**src/rtl/calib_seq_if.sv**
```systemverilog
// Bus bundle for calib_seq: request/config inputs from the calibration
// command decode and the pulse/LCT/L1A outputs to the drivers.
interface calib_seq_if #(
    parameter int NCH     = 2,
    parameter int DLY_W   = 8,
    parameter int TW      = 12,
    parameter int BURST_W = 8
);
    logic [NCH-1:0]       REQ;
    logic                 ABORT;
    logic [NCH*DLY_W-1:0] CH_DLY;
    logic [3:0]           PLS_WID;
    logic [TW-1:0]        LCT_DLY;
    logic [TW-1:0]        L1A_DLY;
    logic [BURST_W-1:0]   BURST_N;
    logic [BURST_W-1:0]   BURST_GAP;
    logic                 EXT_GTRG;
    logic [NCH-1:0]       PULSE;
    logic                 CALLCT;
    logic                 CAL_GTRG;
    logic                 BUSY;
    logic                 DONE;

    modport master (
        output REQ, ABORT, CH_DLY, PLS_WID, LCT_DLY, L1A_DLY,
               BURST_N, BURST_GAP, EXT_GTRG,
        input  PULSE, CALLCT, CAL_GTRG, BUSY, DONE
    );

    modport slave (
        input  REQ, ABORT, CH_DLY, PLS_WID, LCT_DLY, L1A_DLY,
               BURST_N, BURST_GAP, EXT_GTRG,
        output PULSE, CALLCT, CAL_GTRG, BUSY, DONE
    );
endinterface

```
**src/rtl/calib_seq.sv**
```systemverilog
// Calibration trigger sequencer: per-channel pulses, one LCT and one L1A per
// sequence, with bursts. Optional feature macro: CALSEQ_EXT_GTRG_EN.
module calib_seq #(
    parameter int NCH     = 2,
    parameter int DLY_W   = 8,
    parameter int TW      = 12,
    parameter int BURST_W = 8
) (
    input  logic        CLKCMS,
    input  logic        RST,
    calib_seq_if.slave  bus
);
    localparam int MW = (TW > DLY_W) ? TW : DLY_W;
    localparam int CW = ((MW > 4) ? MW : 4) + 1;
    localparam logic [TW-1:0]      T_ONE = TW'(1);
    localparam logic [BURST_W-1:0] B_ONE = BURST_W'(1);
    localparam logic [BURST_W-1:0] B_ZERO = {BURST_W{1'b0}};
    localparam logic [TW-1:0]      T_ZERO = {TW{1'b0}};

    typedef enum logic [1:0] {IDLE = 2'd0, RUN = 2'd1, GAP = 2'd2} state_t;

    state_t               state_r, state_s;
    logic [TW-1:0]        t_r, t_s;
    logic [BURST_W-1:0]   bcnt_r, bcnt_s;
    logic [BURST_W-1:0]   gcnt_r, gcnt_s;
    logic                 load_s, run_s, done_s, t_end_s;
    logic [NCH-1:0]       pulse_dec_s;

    logic [NCH-1:0]       mask_r;
    logic [NCH*DLY_W-1:0] ch_dly_r;
    logic [3:0]           pls_wid_r;
    logic [TW-1:0]        lct_dly_r;
    logic [TW-1:0]        l1a_dly_r;
    logic [BURST_W-1:0]   gap_r;

    logic [NCH-1:0]       pulse_r;
    logic                 callct_r, cal_gtrg_r, busy_r, done_r;

    function automatic logic in_window(input logic [TW-1:0]    t,
                                       input logic [DLY_W-1:0] dly,
                                       input logic [3:0]       wid);
        logic [CW-1:0] t_w;
        logic [CW-1:0] lo_w;
        logic [CW-1:0] hi_w;
        t_w  = CW'(t);
        lo_w = CW'(dly);
        hi_w = lo_w + CW'(wid);
        return (t_w >= lo_w) && (t_w <= hi_w);
    endfunction

    assign t_end_s = (t_r == l1a_dly_r);

    // Per-channel pulse window decode against the master timer
    always_comb begin
        pulse_dec_s = {NCH{1'b0}};
        for (int i = 0; i < NCH; i++) begin
            pulse_dec_s[i] = mask_r[i] & in_window(t_r, ch_dly_r[i*DLY_W +: DLY_W], pls_wid_r);
        end
    end

    // Next-state, timer and counter logic
    always_comb begin
        state_s = state_r;
        t_s     = t_r;
        bcnt_s  = bcnt_r;
        gcnt_s  = gcnt_r;
        load_s  = 1'b0;
        run_s   = 1'b0;
        done_s  = 1'b0;
        case (state_r)
            IDLE: begin
                // A request enters through a zero-length gap so that T=0
                // coincides with the cycle after the request edge.
                if ((bus.REQ != {NCH{1'b0}}) && !bus.ABORT) begin
                    load_s  = 1'b1;
                    state_s = GAP;
                    gcnt_s  = B_ZERO;
                    t_s     = T_ZERO;
                    bcnt_s  = (bus.BURST_N == B_ZERO) ? B_ONE : bus.BURST_N;
                end else begin
                    state_s = IDLE;
                end
            end
            RUN: begin
                if (bus.ABORT) begin
                    state_s = IDLE;
                end else begin
                    run_s = 1'b1;
                    if (t_end_s) begin
                        if (bcnt_r == B_ONE) begin
                            state_s = IDLE;
                            done_s  = 1'b1;
                            bcnt_s  = B_ZERO;
                        end else begin
                            state_s = GAP;
                            bcnt_s  = bcnt_r - B_ONE;
                            gcnt_s  = gap_r;
                        end
                    end else begin
                        t_s = t_r + T_ONE;
                    end
                end
            end
            GAP: begin
                if (bus.ABORT) begin
                    state_s = IDLE;
                end else if (gcnt_r == B_ZERO) begin
                    state_s = RUN;
                    t_s     = T_ZERO;
                end else begin
                    gcnt_s = gcnt_r - B_ONE;
                end
            end
            default: begin
                state_s = IDLE;
            end
        endcase
    end

    // State, timer and counters
    always_ff @(posedge CLKCMS or posedge RST) begin
        if (RST) begin
            state_r <= IDLE;
            t_r     <= T_ZERO;
            bcnt_r  <= B_ZERO;
            gcnt_r  <= B_ZERO;
        end else begin
            state_r <= state_s;
            t_r     <= t_s;
            bcnt_r  <= bcnt_s;
            gcnt_r  <= gcnt_s;
        end
    end

    // Configuration snapshot taken on an accepted request
    always_ff @(posedge CLKCMS or posedge RST) begin
        if (RST) begin
            mask_r    <= {NCH{1'b0}};
            ch_dly_r  <= {(NCH*DLY_W){1'b0}};
            pls_wid_r <= 4'd0;
            lct_dly_r <= T_ZERO;
            l1a_dly_r <= T_ZERO;
            gap_r     <= B_ZERO;
        end else if (load_s) begin
            mask_r    <= bus.REQ;
            ch_dly_r  <= bus.CH_DLY;
            pls_wid_r <= bus.PLS_WID;
            lct_dly_r <= bus.LCT_DLY;
            l1a_dly_r <= bus.L1A_DLY;
            gap_r     <= bus.BURST_GAP;
        end
    end

    // Registered outputs
    always_ff @(posedge CLKCMS or posedge RST) begin
        if (RST) begin
            pulse_r    <= {NCH{1'b0}};
            callct_r   <= 1'b0;
            cal_gtrg_r <= 1'b0;
            busy_r     <= 1'b0;
            done_r     <= 1'b0;
        end else begin
            pulse_r    <= run_s ? pulse_dec_s : {NCH{1'b0}};
            callct_r   <= run_s & (t_r == lct_dly_r);
`ifdef CALSEQ_EXT_GTRG_EN
            cal_gtrg_r <= (run_s & t_end_s) | bus.EXT_GTRG;
`else
            cal_gtrg_r <= run_s & t_end_s;
`endif
            busy_r     <= (state_s != IDLE);
            done_r     <= done_s;
        end
    end

    assign bus.PULSE    = pulse_r;
    assign bus.CALLCT   = callct_r;
    assign bus.CAL_GTRG = cal_gtrg_r;
    assign bus.BUSY     = busy_r;
    assign bus.DONE     = done_r;
endmodule

```
**src/flat_wrapper.sv**
```systemverilog
// flat-port wrapper written by rule: the top's interface ports become plain ports
module calib_seq_flat 
#(
    parameter int NCH     = 2,
    parameter int DLY_W   = 8,
    parameter int TW      = 12,
    parameter int BURST_W = 8
)
  (CLKCMS, RST, bus_REQ, bus_ABORT, bus_CH_DLY, bus_PLS_WID, bus_LCT_DLY, bus_L1A_DLY, bus_BURST_N, bus_BURST_GAP, bus_EXT_GTRG, bus_PULSE, bus_CALLCT, bus_CAL_GTRG, bus_BUSY, bus_DONE);
  calib_seq_if #(.NCH(NCH), .DLY_W(DLY_W), .TW(TW), .BURST_W(BURST_W)) bus_i ();
  input  logic CLKCMS;
  input  logic RST;
  input wire logic [$bits(bus_i.REQ)-1:0] bus_REQ;
  input wire logic [$bits(bus_i.ABORT)-1:0] bus_ABORT;
  input wire logic [$bits(bus_i.CH_DLY)-1:0] bus_CH_DLY;
  input wire logic [$bits(bus_i.PLS_WID)-1:0] bus_PLS_WID;
  input wire logic [$bits(bus_i.LCT_DLY)-1:0] bus_LCT_DLY;
  input wire logic [$bits(bus_i.L1A_DLY)-1:0] bus_L1A_DLY;
  input wire logic [$bits(bus_i.BURST_N)-1:0] bus_BURST_N;
  input wire logic [$bits(bus_i.BURST_GAP)-1:0] bus_BURST_GAP;
  input wire logic [$bits(bus_i.EXT_GTRG)-1:0] bus_EXT_GTRG;
  output wire logic [$bits(bus_i.PULSE)-1:0] bus_PULSE;
  output wire logic [$bits(bus_i.CALLCT)-1:0] bus_CALLCT;
  output wire logic [$bits(bus_i.CAL_GTRG)-1:0] bus_CAL_GTRG;
  output wire logic [$bits(bus_i.BUSY)-1:0] bus_BUSY;
  output wire logic [$bits(bus_i.DONE)-1:0] bus_DONE;
  assign bus_i.REQ = bus_REQ;
  assign bus_i.ABORT = bus_ABORT;
  assign bus_i.CH_DLY = bus_CH_DLY;
  assign bus_i.PLS_WID = bus_PLS_WID;
  assign bus_i.LCT_DLY = bus_LCT_DLY;
  assign bus_i.L1A_DLY = bus_L1A_DLY;
  assign bus_i.BURST_N = bus_BURST_N;
  assign bus_i.BURST_GAP = bus_BURST_GAP;
  assign bus_i.EXT_GTRG = bus_EXT_GTRG;
  assign bus_PULSE = bus_i.PULSE;
  assign bus_CALLCT = bus_i.CALLCT;
  assign bus_CAL_GTRG = bus_i.CAL_GTRG;
  assign bus_BUSY = bus_i.BUSY;
  assign bus_DONE = bus_i.DONE;
  calib_seq #(.NCH(NCH), .DLY_W(DLY_W), .TW(TW), .BURST_W(BURST_W)) u_core (.CLKCMS(CLKCMS), .RST(RST), .bus(bus_i));
endmodule
```
**config.mk**
```make
export PLATFORM = sky130hd
export DESIGN_NAME = calib_seq_flat
export DESIGN_NICKNAME = d
export VERILOG_FILES = /design/src/rtl/calib_seq_if.sv /design/src/rtl/calib_seq.sv /design/src/flat_wrapper.sv
export SDC_FILE = /design/constraint.sdc
export NUM_CORES = 1
export LEC_CHECK = 0
export BUFFER_PORTS_ARGS = -buffer_cell sky130_fd_sc_hd__buf_2
export CORE_MARGIN = 10
export CORE_UTILIZATION = 53
export DETAILED_ROUTE_END_ITERATION = 6
export HOLD_SLACK_MARGIN = 0.03
export PLACE_DENSITY = 0.82
export SYNTH_ARGS = -nofsm -noshare
export SYNTH_HDL_FRONTEND = slang
export SYNTH_SLANG_ARGS = --single-unit
```
**constraint.sdc**
```tcl
create_clock -name CLKCMS -period 3.1 [get_ports CLKCMS]
set_input_delay 0.62 -clock CLKCMS [delete_from_list [all_inputs] [get_ports CLKCMS]]
set_output_delay 0.62 -clock CLKCMS [all_outputs]
set_load 0.02 [all_outputs]
```
# Word level (Yosys, flattened, before mapping)
# Index checks and enable logic that the tools add are counted.
# classes
addsub	5
mul	0
div_mod_pow	0
order_cmp	4
eq_ne	13
n_shift	0
n_mux	35
bitwise	4
reduce_logical	14
# ops
op	n
$mux W8	11
$mux W12	5
$pmux W12 S3	1
$le A12 B13 Y1	2
$eq A12 B12 Y1	2
$ge A12 B8 Y1	2
$pmux W8 S3	1
$add A8 B4 Y9	2
$logic_not A8 Y1	2
$pmux W8 S2	1
$sub A8 B1 Y8 const B	2
$mux W2	7
$add A12 B1 Y12 const B	1
$ne A2 B2 Y1 const B	5
$eq A8 B1 Y1 const B	1
$mux W1	8
$reduce_and A7 Y1	1
$ne A2 B1 Y1 const B	3
$pmux W2 S3	1
$reduce_and A6 Y1	1
$reduce_bool A2 Y1	3
$and A1 B1 Y1	4
$reduce_and A4 Y1	1
$logic_and A1 B1 Y1	3
other kinds (5)	5
# totals
regBits	90
latchBits	0
ramBits	0
rom_bits	0
input_bits	66
output_inout_bits	6
elab_cells	90
mem_count	0

# Longest topological paths before layout
# Gate-level depths: netlist of run 1.
# depth
depth_word	6
mapped_depth	15
depth_no_buf	15

# Worst setup path before layout of run 1
# Ideal clock, no wire load.
# synth_timing
path_kind	register -> register
start	register u_core.pls_wid_r[0]
end	register u_core.pulse_r[0] (netlist: u_core.bus.PULSE[0])
setup_ps	78
t_arrival_ps	2484
required_ps	3022
slack_ps	538
path_stages_with_launch	15
path_buffers	0
synth_period_minus_slack_ps	2562
cell_sequence	dfrtp_1 -> ha_1 -> inv_1 -> fa_1 -> nor2b_1 -> o21ai_0 -> nand2b_1 -> nand3_1 -> xnor2_1 -> ha_1 -> a21o_1 -> a21o_1 -> a211oi_1 -> o211ai_1 -> a21oi_1
# synth_via
elab_chain_len	5
# synth_rtl
item	line_no	source
start, declared	calib_seq.sv:31	logic [3:0] pls_wid_r;
start signal, assigned	calib_seq.sv:147	pls_wid_r <= bus.PLS_WID;
$add A8 B4 Y9	calib_seq.sv:47	hi_w = lo_w + CW'(wid);
$le A12 B13 Y1	calib_seq.sv:48	return (t_w >= lo_w) && (t_w <= hi_w);
$logic_and A1 B1 Y1	calib_seq.sv:48	
$and A1 B1 Y1	calib_seq.sv:57	pulse_dec_s[i] = mask_r[i] & in_window(t_r, ch_dly_r[i*DLY_W +: DLY_W], pls_wid_r);
$mux W2	calib_seq.sv:163	pulse_r <= run_s ? pulse_dec_s : {NCH{1'b0}};
end signal, assigned	calib_seq.sv:157	pulse_r <= {NCH{1'b0}};
end signal, assigned	calib_seq.sv:163	
end, declared	calib_seq.sv:36	logic [NCH-1:0] pulse_r;
# Every way passes these cells.
# A chain may end at the register's enable or synchronous reset.

# Worst setup path in the final report of run 1
# Ends and elaborated chain as after synthesis.

==> results of run 1 <==
## layout make-up
type	instances	area [um2]
Clock buffer	9	124
Clock inverter	7	51.3
Fill cell	919	4020
Inverter	41	155
Multi-Input combinational cell	483	3120
Sequential cell	90	2250
Tap cell	136	170
Timing Repair Buffer	85	475
## placed cells by master, fill, tap and decap left out, drive strengths merged, types with 2 or more instances in the layout
cell type  count
a211oi         2
a22o           6
mux2i          2
o21bai         2
fa             2
nor4           8
xor2          14
o211ai         4
or3            2
o21a           2
nand2        146
mux2           2
a32oi          3
a21oi         20
nor4b          2
xnor2         28
clkbuf         9
nor2b          9
clkinv         4
a21o          16
or4            5
clkinvlp       2
nor3b          2
inv           42
nor3          18
nand3         10
nand4         11
o22ai          2
a22oi          4
buf           85
o31ai          5
nand2b        13
a31oi          4
o21ai         53
or2            3
nor2          19
ha            51
dfrtp         90
and4           2
## state kept, by name, summed over array words and instances (netlist names)
signal / flops
u_core.bus.BUSY: 1
u_core.bus.PULSE: 2
u_core.bcnt_r: 8
u_core.ch_dly_r: 16
u_core.bus.DONE: 1
u_core.gap_r: 8
u_core.bus.CAL_GTRG: 1
u_core.l1a_dly_r: 12
u_core.gcnt_r: 8
u_core.pls_wid_r: 4
u_core.lct_dly_r: 12
u_core.t_r: 12
u_core.mask_r: 2
u_core.bus.CALLCT: 1
u_core.state_r: 2
## metal layers
metal / GRT usage, % / wire length [um] / up-vias
met5: 0 / 0 / -
li1: - / - / 2332
met2: 30.3 / 6410 / 124
met4: 7.13 / 245 / 0
met1: 23.3 / 5870 / 2275
met3: 3.69 / 748 / 24
## cells by family after synthesis
group           synth area share [%]
flops                           39.8
xor+xnor                        6.50
fa+ha+maj                       12.0
buf+inv                         5.13
mux                            0.751
compound gates                  14.7
simple gates                    21.1
## final timing paths
path	startpoint	to	slack, ns	depth (start not counted)
max in group asynchronous	RST	u_core.ch_dly_r[6]$_DFFE_PP0P_	2.12	3
worst min-delay path	RST	u_core.lct_dly_r[4]$_DFFE_PP0P_	0.28	2
worst max register to register	u_core.pls_wid_r[0]$_DFFE_PP0P_	u_core.bus.PULSE[0]$_DFF_PP0_	0.22	14
worst max-delay path	u_core.pls_wid_r[0]$_DFFE_PP0P_	u_core.bus.PULSE[0]$_DFF_PP0_	0.22	14
worst min register to register	u_core.gap_r[1]$_DFFE_PP0P_	u_core.gap_r[1]$_DFFE_PP0P_	0.49	2
min in group CLKCMS	bus_PLS_WID[3]	u_core.pls_wid_r[3]$_DFFE_PP0P_	0.44	3
## metrics by stage
stage	setup WS [ns]	instance area, um2	util, %
6_report	0.225	6350	61.2
4_1_cts	0.166	6320	60.9
3_3_place_gp	0.341	6140	59.2
3_5_place_dp	0.211	6140	59.2
5_1_grt	0.00915	6350	61.2
2_1_floorplan	0.145	5660	-
## where the power goes
group	internal, mW	switching, mW	total, mW	leakage [nW]
clock	0.296	0.454	0.750	0.0860
combinational	1.20	1.66	2.86	1.95
sequential	1.61	0.357	1.97	1.15
total	3.11	2.47	5.58	3.19
## timing repair
action / 4_1_cts / 5_1_grt
hold buffers: 0 / 0
gates resized for setup: 0 / 1
endpoints found under the setup margin: 0 / 1
buffers inserted: 0 / 4
==> impl_metrics.json, run 1 <==
{
  "setup_total_negative_slack_ns": 0,
  "die_outline_area_um2": 15200,
  "first_iter_violations": 391,
  "synth.distinct_cells": 59,
  "fin_nets": 829,
  "drtPass1Iterations": 4,
  "final_worst_path_cycle_share_pct": 92.8,
  "synthTopCellsByArea": "sky130_fd_sc_hd__dfrtp_1 (40%), sky130_fd_sc_hd__ha_1 (11%), sky130_fd_sc_hd__nand2_1 (9.6%)",
  "mappedNetlistNets": 763,
  "dp.cells": 831,
  "cp_slowest_stage_delay_ns": 0.39,
  "diodes": 0,
  "netlist_top_cells_count": "sky130_fd_sc_hd__nand2_1 (145), sky130_fd_sc_hd__dfrtp_1 (90), sky130_fd_sc_hd__ha_1 (51), sky130_fd_sc_hd__o21ai_0 (42), sky130_fd_sc_hd__inv_1 (40)",
  "worstPathCellList": "ha_1 > inv_1 > fa_2 > nor2b_1 > o21ai_0 > nand2b_1 > nand3_1 > xnor2_1 > ha_1 > a21o_1 > a21o_1 > a211oi_1 > o211ai_1 > a21oi_1",
  "yosysTopAreaCell": "sky130_fd_sc_hd__dfrtp_1",
  "clock_tree_from_tritoncts": "yes",
  "synth_enable_flop_cells": 0,
  "ys_seq_area_share_pct": 39.8,
  "dieWidth_um": 123,
  "drt-total-wl_mm": 13.3,
  "relSlewSlack_pct": 58.5,
  "wire_length_of_the_first_global_routing_pass_mm": 23.1,
  "grt_start_max_net_pins": 60,
  "critical_path.top_delay_family": "compound AO/OA/AOI/OAI gates",
  "synth_warnings": 0,
  "critPathArrivalTime_ns": 3.16,
  "buffer_ports.inserted": 70,
  "design_power_total_mw": 5.58,
  "fmax_mhz": 348,
  "vdd_drop_max_mv": 0.384,
  "critPathSlowestCell": "sky130_fd_sc_hd__dfrtp_1",
  "synth_cells": 644,
  "cts.reportedPaths.clkPinSlew_ns": 0.10,
  "clk_sinks": 90,
  "dp.final_hpwl_mm": 10.1,
  "area_delta_synth_final_pct": 12.2,
  "timing.critical_path.from_type": "register",
  "skew_ns": 0.0143,
  "timing.final.setup_violations": 0,
  "num_vias": 4755,
  "cts_root_buf": "sky130_fd_sc_hd__clkbuf_8",
  "floorplan.core_area_um2": 10400,
  "via_per_inst": 5.59,
  "layout-drive-gt1-share_pct": 15.9,
  "number_of_antenna_violations_at_the_first_check_in_global_routing": 0,
  "status": "complete, no violations",
  "critPathBufInv": 1,
  "drcViolationCount": 0,
  "h-tree-depth": 3,
  "clk-insertion-delay-late_ns": 0.37,
  "yosys.area.top_type_share_pct": 39.8,
  "floorplan.initialDensity_pct": 54.6,
  "grt_pass1_vias": 4996,
  "rsz0062_at_grt": "no",
  "timing.final.crit_period_ns": 2.88,
  "grt_overflow_total": 0,
  "top_level_ports": 72,
  "timing.critical_path.fanout_max": 3,
  "critical_path.endpoint_type": "register",
  "fp-row-count": 37,
  "finalHoldViolCount": 0,
  "timing.final.max_slew_violations": 0,
  "critical_path_class": "reg2reg",
  "post-synth-top-count-cell": "sky130_fd_sc_hd__nand2_1",
  "power-per-cell-area_nw_per_um2": 879,
  "max-cap-violations": 0,
  "cts-buffers-inserted": 9,
  "routedWlPerCell_um": 15.6,
  "syn-mean-instance-area_um2": 8.79,
  "synth_flop_cell": "sky130_fd_sc_hd__dfrtp_1",
  "cp.required_ns": 3.38,
  "synthArstFlopShare_pct": 100,
  "final.hold.worst_slack_ns": 0.283,
  "synth_seq_cells": 90,
  "place_congestion": 0.909,
  "clockBufferDepth": 2,
  "static_leakage_power_nw": 3.19,
  "groute.usage.overall_pct": 18.4,
  "min-delay-path-class": "in2async",
  "post_layout_nonfiller_instances": 851,
  "postRouteAntennaNets": 0,
  "fp.dieH_um": 123,
  "tightest_slew_ns": 0.622,
  "syn_area_um2": 5660
}
(Power assumes the default switching activity.)
==> inputs of run 2 (changes only) <==
--- a/config.mk
+++ b/config.mk
@@ -5,12 +5,13 @@
 export SDC_FILE = /design/constraint.sdc
 export NUM_CORES = 1
 export LEC_CHECK = 0
+export ABC_AREA = 1
 export BUFFER_PORTS_ARGS = -buffer_cell sky130_fd_sc_hd__buf_2
 export CORE_MARGIN = 10
-export CORE_UTILIZATION = 53
+export CORE_UTILIZATION = 54
 export DETAILED_ROUTE_END_ITERATION = 6
 export HOLD_SLACK_MARGIN = 0.03
-export PLACE_DENSITY = 0.82
+export PLACE_DENSITY = 0.83
 export SYNTH_ARGS = -nofsm -noshare
 export SYNTH_HDL_FRONTEND = slang
 export SYNTH_SLANG_ARGS = --single-unit
==> run 2 against run 1 <==
Sequential power barely moved. Fmax rose by 4.7%. Setup slack improved by 0.13 ns. Non-clock buffer count fell by 10. Flip-flop and latch count did not move. Area after synthesis rose by 6.1%. First-iteration DRC count fell by 32%. Combinational power rose by 12%. Critical path depth fell by 2. Power rose by 6.3%. Clock power rose by 4.5%. Cell area rose by 4.8%. Critical path type unchanged. Largest power group unchanged.
==> impl_metrics.json, run 2 <==
{
  "status": "complete, no violations",
  "clk_sinks": 90,
  "grt_start_max_net_pins": 91,
  "post-synth-top-count-cell": "sky130_fd_sc_hd__nand2_1",
  "postRouteAntennaNets": 0,
  "critical_path.top_delay_family": "compound AO/OA/AOI/OAI gates",
  "timing.final.crit_period_ns": 2.75,
  "critPathArrivalTime_ns": 3.01,
  "critical_path.endpoint_type": "register",
  "cp.required_ns": 3.37,
  "floorplan.core_area_um2": 10900,
  "setup_total_negative_slack_ns": 0,
  "tightest_slew_ns": 0.605,
  "busiest_layer": "met2",
  "critPathBufInv": 1,
  "startpoint": "u_core.ch_dly_r[0]$_DFFE_PP0P_",
  "critPathSlowestCell": "sky130_fd_sc_hd__dfrtp_1",
  "cp_slowest_stage_delay_ns": 0.40,
  "wire_length_of_the_first_global_routing_pass_mm": 23.2,
  "fmax_mhz": 364,
  "max-cap-violations": 0,
  "post_cts_resize_count": 0,
  "final_cell_mix": "sky130_fd_sc_hd__nand2_1 (251), sky130_fd_sc_hd__dfrtp_1 (90), sky130_fd_sc_hd__buf_2 (70), sky130_fd_sc_hd__inv_1 (69), sky130_fd_sc_hd__ha_1 (51)",
  "synth_enable_flop_cells": 0,
  "yosys.area.top_type_share_pct": 37.5,
  "number_of_antenna_violations_at_the_first_check_in_global_routing": 0,
  "dieWidth_um": 125,
  "critical_path_class": "reg2reg",
  "synthTopCellsByArea": "sky130_fd_sc_hd__dfrtp_1 (37%), sky130_fd_sc_hd__nand2_1 (16%), sky130_fd_sc_hd__ha_1 (11%)",
  "skew_ns": 0.0129,
  "timing.critical_path.from_type": "register",
  "fp.dieH_um": 125,
  "power-per-cell-area_nw_per_um2": 892,
  "h-tree-depth": 3,
  "timing.rr.start": "u_core.ch_dly_r[0]$_DFFE_PP0P_",
  "groute.usage.overall_pct": 17.4,
  "design_power_total_mw": 5.94,
  "finalHoldViolCount": 0,
  "fin_nets": 961,
  "floorplan.initialDensity_pct": 55.2,
  "synth.distinct_cells": 42,
  "min-delay-path-class": "in2async",
  "globalRouteMet1Util_pct": 22.2,
  "ys_seq_area_share_pct": 37.5,
  "vdd_drop_max_mv": 0.620,
  "via_per_inst": 5.19,
  "dp.final_hpwl_mm": 10.4,
  "synthArstFlopShare_pct": 100,
  "timing.critical_path.fanout_max": 3,
  "top_level_ports": 72,
  "diodes": 0,
  "syn-mean-instance-area_um2": 7.68,
  "netlist_top_cells_count": "sky130_fd_sc_hd__nand2_1 (251), sky130_fd_sc_hd__dfrtp_1 (90), sky130_fd_sc_hd__inv_1 (70), sky130_fd_sc_hd__ha_1 (51), sky130_fd_sc_hd__o21ai_0 (48)",
  "cts_setup_buffers": 0,
  "final.hold.worst_slack_ns": 0.333,
  "place_area_um2": 6460,
  "final_worst_path_cycle_share_pct": 88.6,
  "clockBufferDepth": 2,
  "timing.final.max_slew_violations": 0,
  "gr-usage-met3_pct": 3.97,
  "drtPass1Iterations": 5,
  "worstPathCellList": "ha_1 > inv_1 > fa_1 > o21ai_0 > nand2_1 > o21ai_0 > o21ai_0 > ha_1 > nand4_1 > o21bai_1 > a31oi_1 > nor2_1",
  "cts_hold_buf": 0,
  "area_delta_synth_final_pct": 10.8,
  "synth_cells": 782,
  "clock_tree_from_tritoncts": "yes",
  "fp-row-count": 38,
  "final_cell_area_um2": 6660,
  "rsz0062_at_grt": "no",
  "regToRegSetupSlack_ns": 0.35,
  "syn_area_um2": 6010,
  "timing.final.setup_violations": 0,
  "regMostFlops": "u_core.ch_dly_r",
  "rr_worst_depth": 12,
  "largest_register_ffs": 16,
  "met2_demand_to_capacity_share_in_global_routing_pct": 29.0,
  "synth_warnings": 0,
  "cts.reportedPaths.clkPinSlew_ns": 0.10,
  "first_iter_violations": 264,
  "layout-drive-gt1-share_pct": 17.4,
  "die_outline_area_um2": 15700,
  "synth_seq_cells": 90,
  "cts-buffers-inserted": 9,
  "relSlewSlack_pct": 59.3,
  "buffer_ports.inserted": 70,
  "synth_flop_cell": "sky130_fd_sc_hd__dfrtp_1",
  "yosysTopAreaCell": "sky130_fd_sc_hd__dfrtp_1",
  "place_congestion": 0.906,
  "most_common_cell_after_layout_fill_and_taps_aside": "sky130_fd_sc_hd__nand2_1",
  "drt-total-wl_mm": 13.6,
  "mappedNetlistNets": 901,
  "drcViolationCount": 0,
  "num_vias": 5124,
  "static_leakage_power_nw": 3.43,
  "grt_pass1_vias": 4976,
  "routedWlPerCell_um": 13.8,
  "timing.critical_path.mode_cell": "sky130_fd_sc_hd__o21ai_0",
  "clk-insertion-delay-late_ns": 0.37,
  "grt_overflow_total": 0,
  "critical_path.reg2reg.endpoint": "u_core.bus.PULSE[0]$_DFF_PP0_",
  "post-route-util_pct": 61.1,
  "cts_root_buf": "sky130_fd_sc_hd__clkbuf_8"
}
run 2: cell count changes in the layout (fill, tap and decap cells not counted), moves of 12 or more:
| cell | delta |
|---|---|
| sky130_fd_sc_hd__inv_1 | +30 |
| sky130_fd_sc_hd__nand2b_1 | -13 |
| sky130_fd_sc_hd__xnor2_1 | -17 |
| sky130_fd_sc_hd__inv_2 | +15 |
| sky130_fd_sc_hd__a21oi_1 | +12 |
| sky130_fd_sc_hd__nor2_1 | +24 |
| sky130_fd_sc_hd__a21o_1 | -16 |
| sky130_fd_sc_hd__nand3_1 | +20 |
| sky130_fd_sc_hd__nand2_1 | +106 |
| sky130_fd_sc_hd__o21ai_2 | +17 |
run 2: final cells by class:
| class | instances | area (um2) |
|---|---|---|
| Tap cell | 140 | 175 |
| Clock inverter | 6 | 57.6 |
| Clock buffer | 10 | 138 |
| Sequential cell | 90 | 2250 |
| Fill cell | 1000 | 4230 |
| Multi-Input combinational cell | 579 | 3310 |
| Inverter | 87 | 328 |
| Timing Repair Buffer | 75 | 400 |
run 2: worst max path at each step:
| stage | slack (ns) | end | cells past startpoint |
|---|---|---|---|
| 3_5_place_dp | 0.39 | u_core.bus.PULSE[0]$_DFF_PP0_ | 12 |
| 4_1_cts | 0.37 | u_core.bus.PULSE[0]$_DFF_PP0_ | 12 |
| 6_report | 0.35 | u_core.bus.PULSE[0]$_DFF_PP0_ | 12 |
| 5_1_grt | 0.04 | u_core.bus.PULSE[0]$_DFF_PP0_ | 12 |
| 2_1_floorplan | 0.14 | u_core.bcnt_r[0]$_DFFE_PP0P_ | 1 |
| 3_3_place_gp | 0.47 | u_core.bus.PULSE[0]$_DFF_PP0_ | 12 |
run 2: worst min-delay path: stages:
cell	delay (ns)
sky130_fd_sc_hd__buf_2	0.10
sky130_fd_sc_hd__clkinv_2	0.05
sky130_fd_sc_hd__buf_12	0.37
run 2: power breakdown:
part | switching, mW | internal (mW)
Combinational | 2.02 | 1.17
Sequential | 0.345 | 1.62
Clock | 0.456 | 0.328
run 2: cell families after synthesis:
| logic type | Yosys count | synth area share, % |
|---|---|---|
| xor+xnor | 35 | 5.10 |
| simple gates | 367 | 26.1 |
| fa+ha+maj | 53 | 11.3 |
| flops | 90 | 37.5 |
| compound gates | 124 | 12.4 |
| buf+inv | 113 | 7.64 |
run 2: per-stage QoR:
stage | std cells | setup WS [ns]
floorplan | 782 | 0.145
global placement | 971 | 0.474
detailed placement | 971 | 0.385
CTS | 987 | 0.370
global route | 987 | 0.0390
finish | 987 | 0.354
run 2: layer usage:
layer | up-vias | share of wire, %
met1 | 2364 | 45
met4 | 0 | 1.4
met3 | 16 | 5.2
met2 | 108 | 48
met5 | - | 0
li1 | 2636 | -
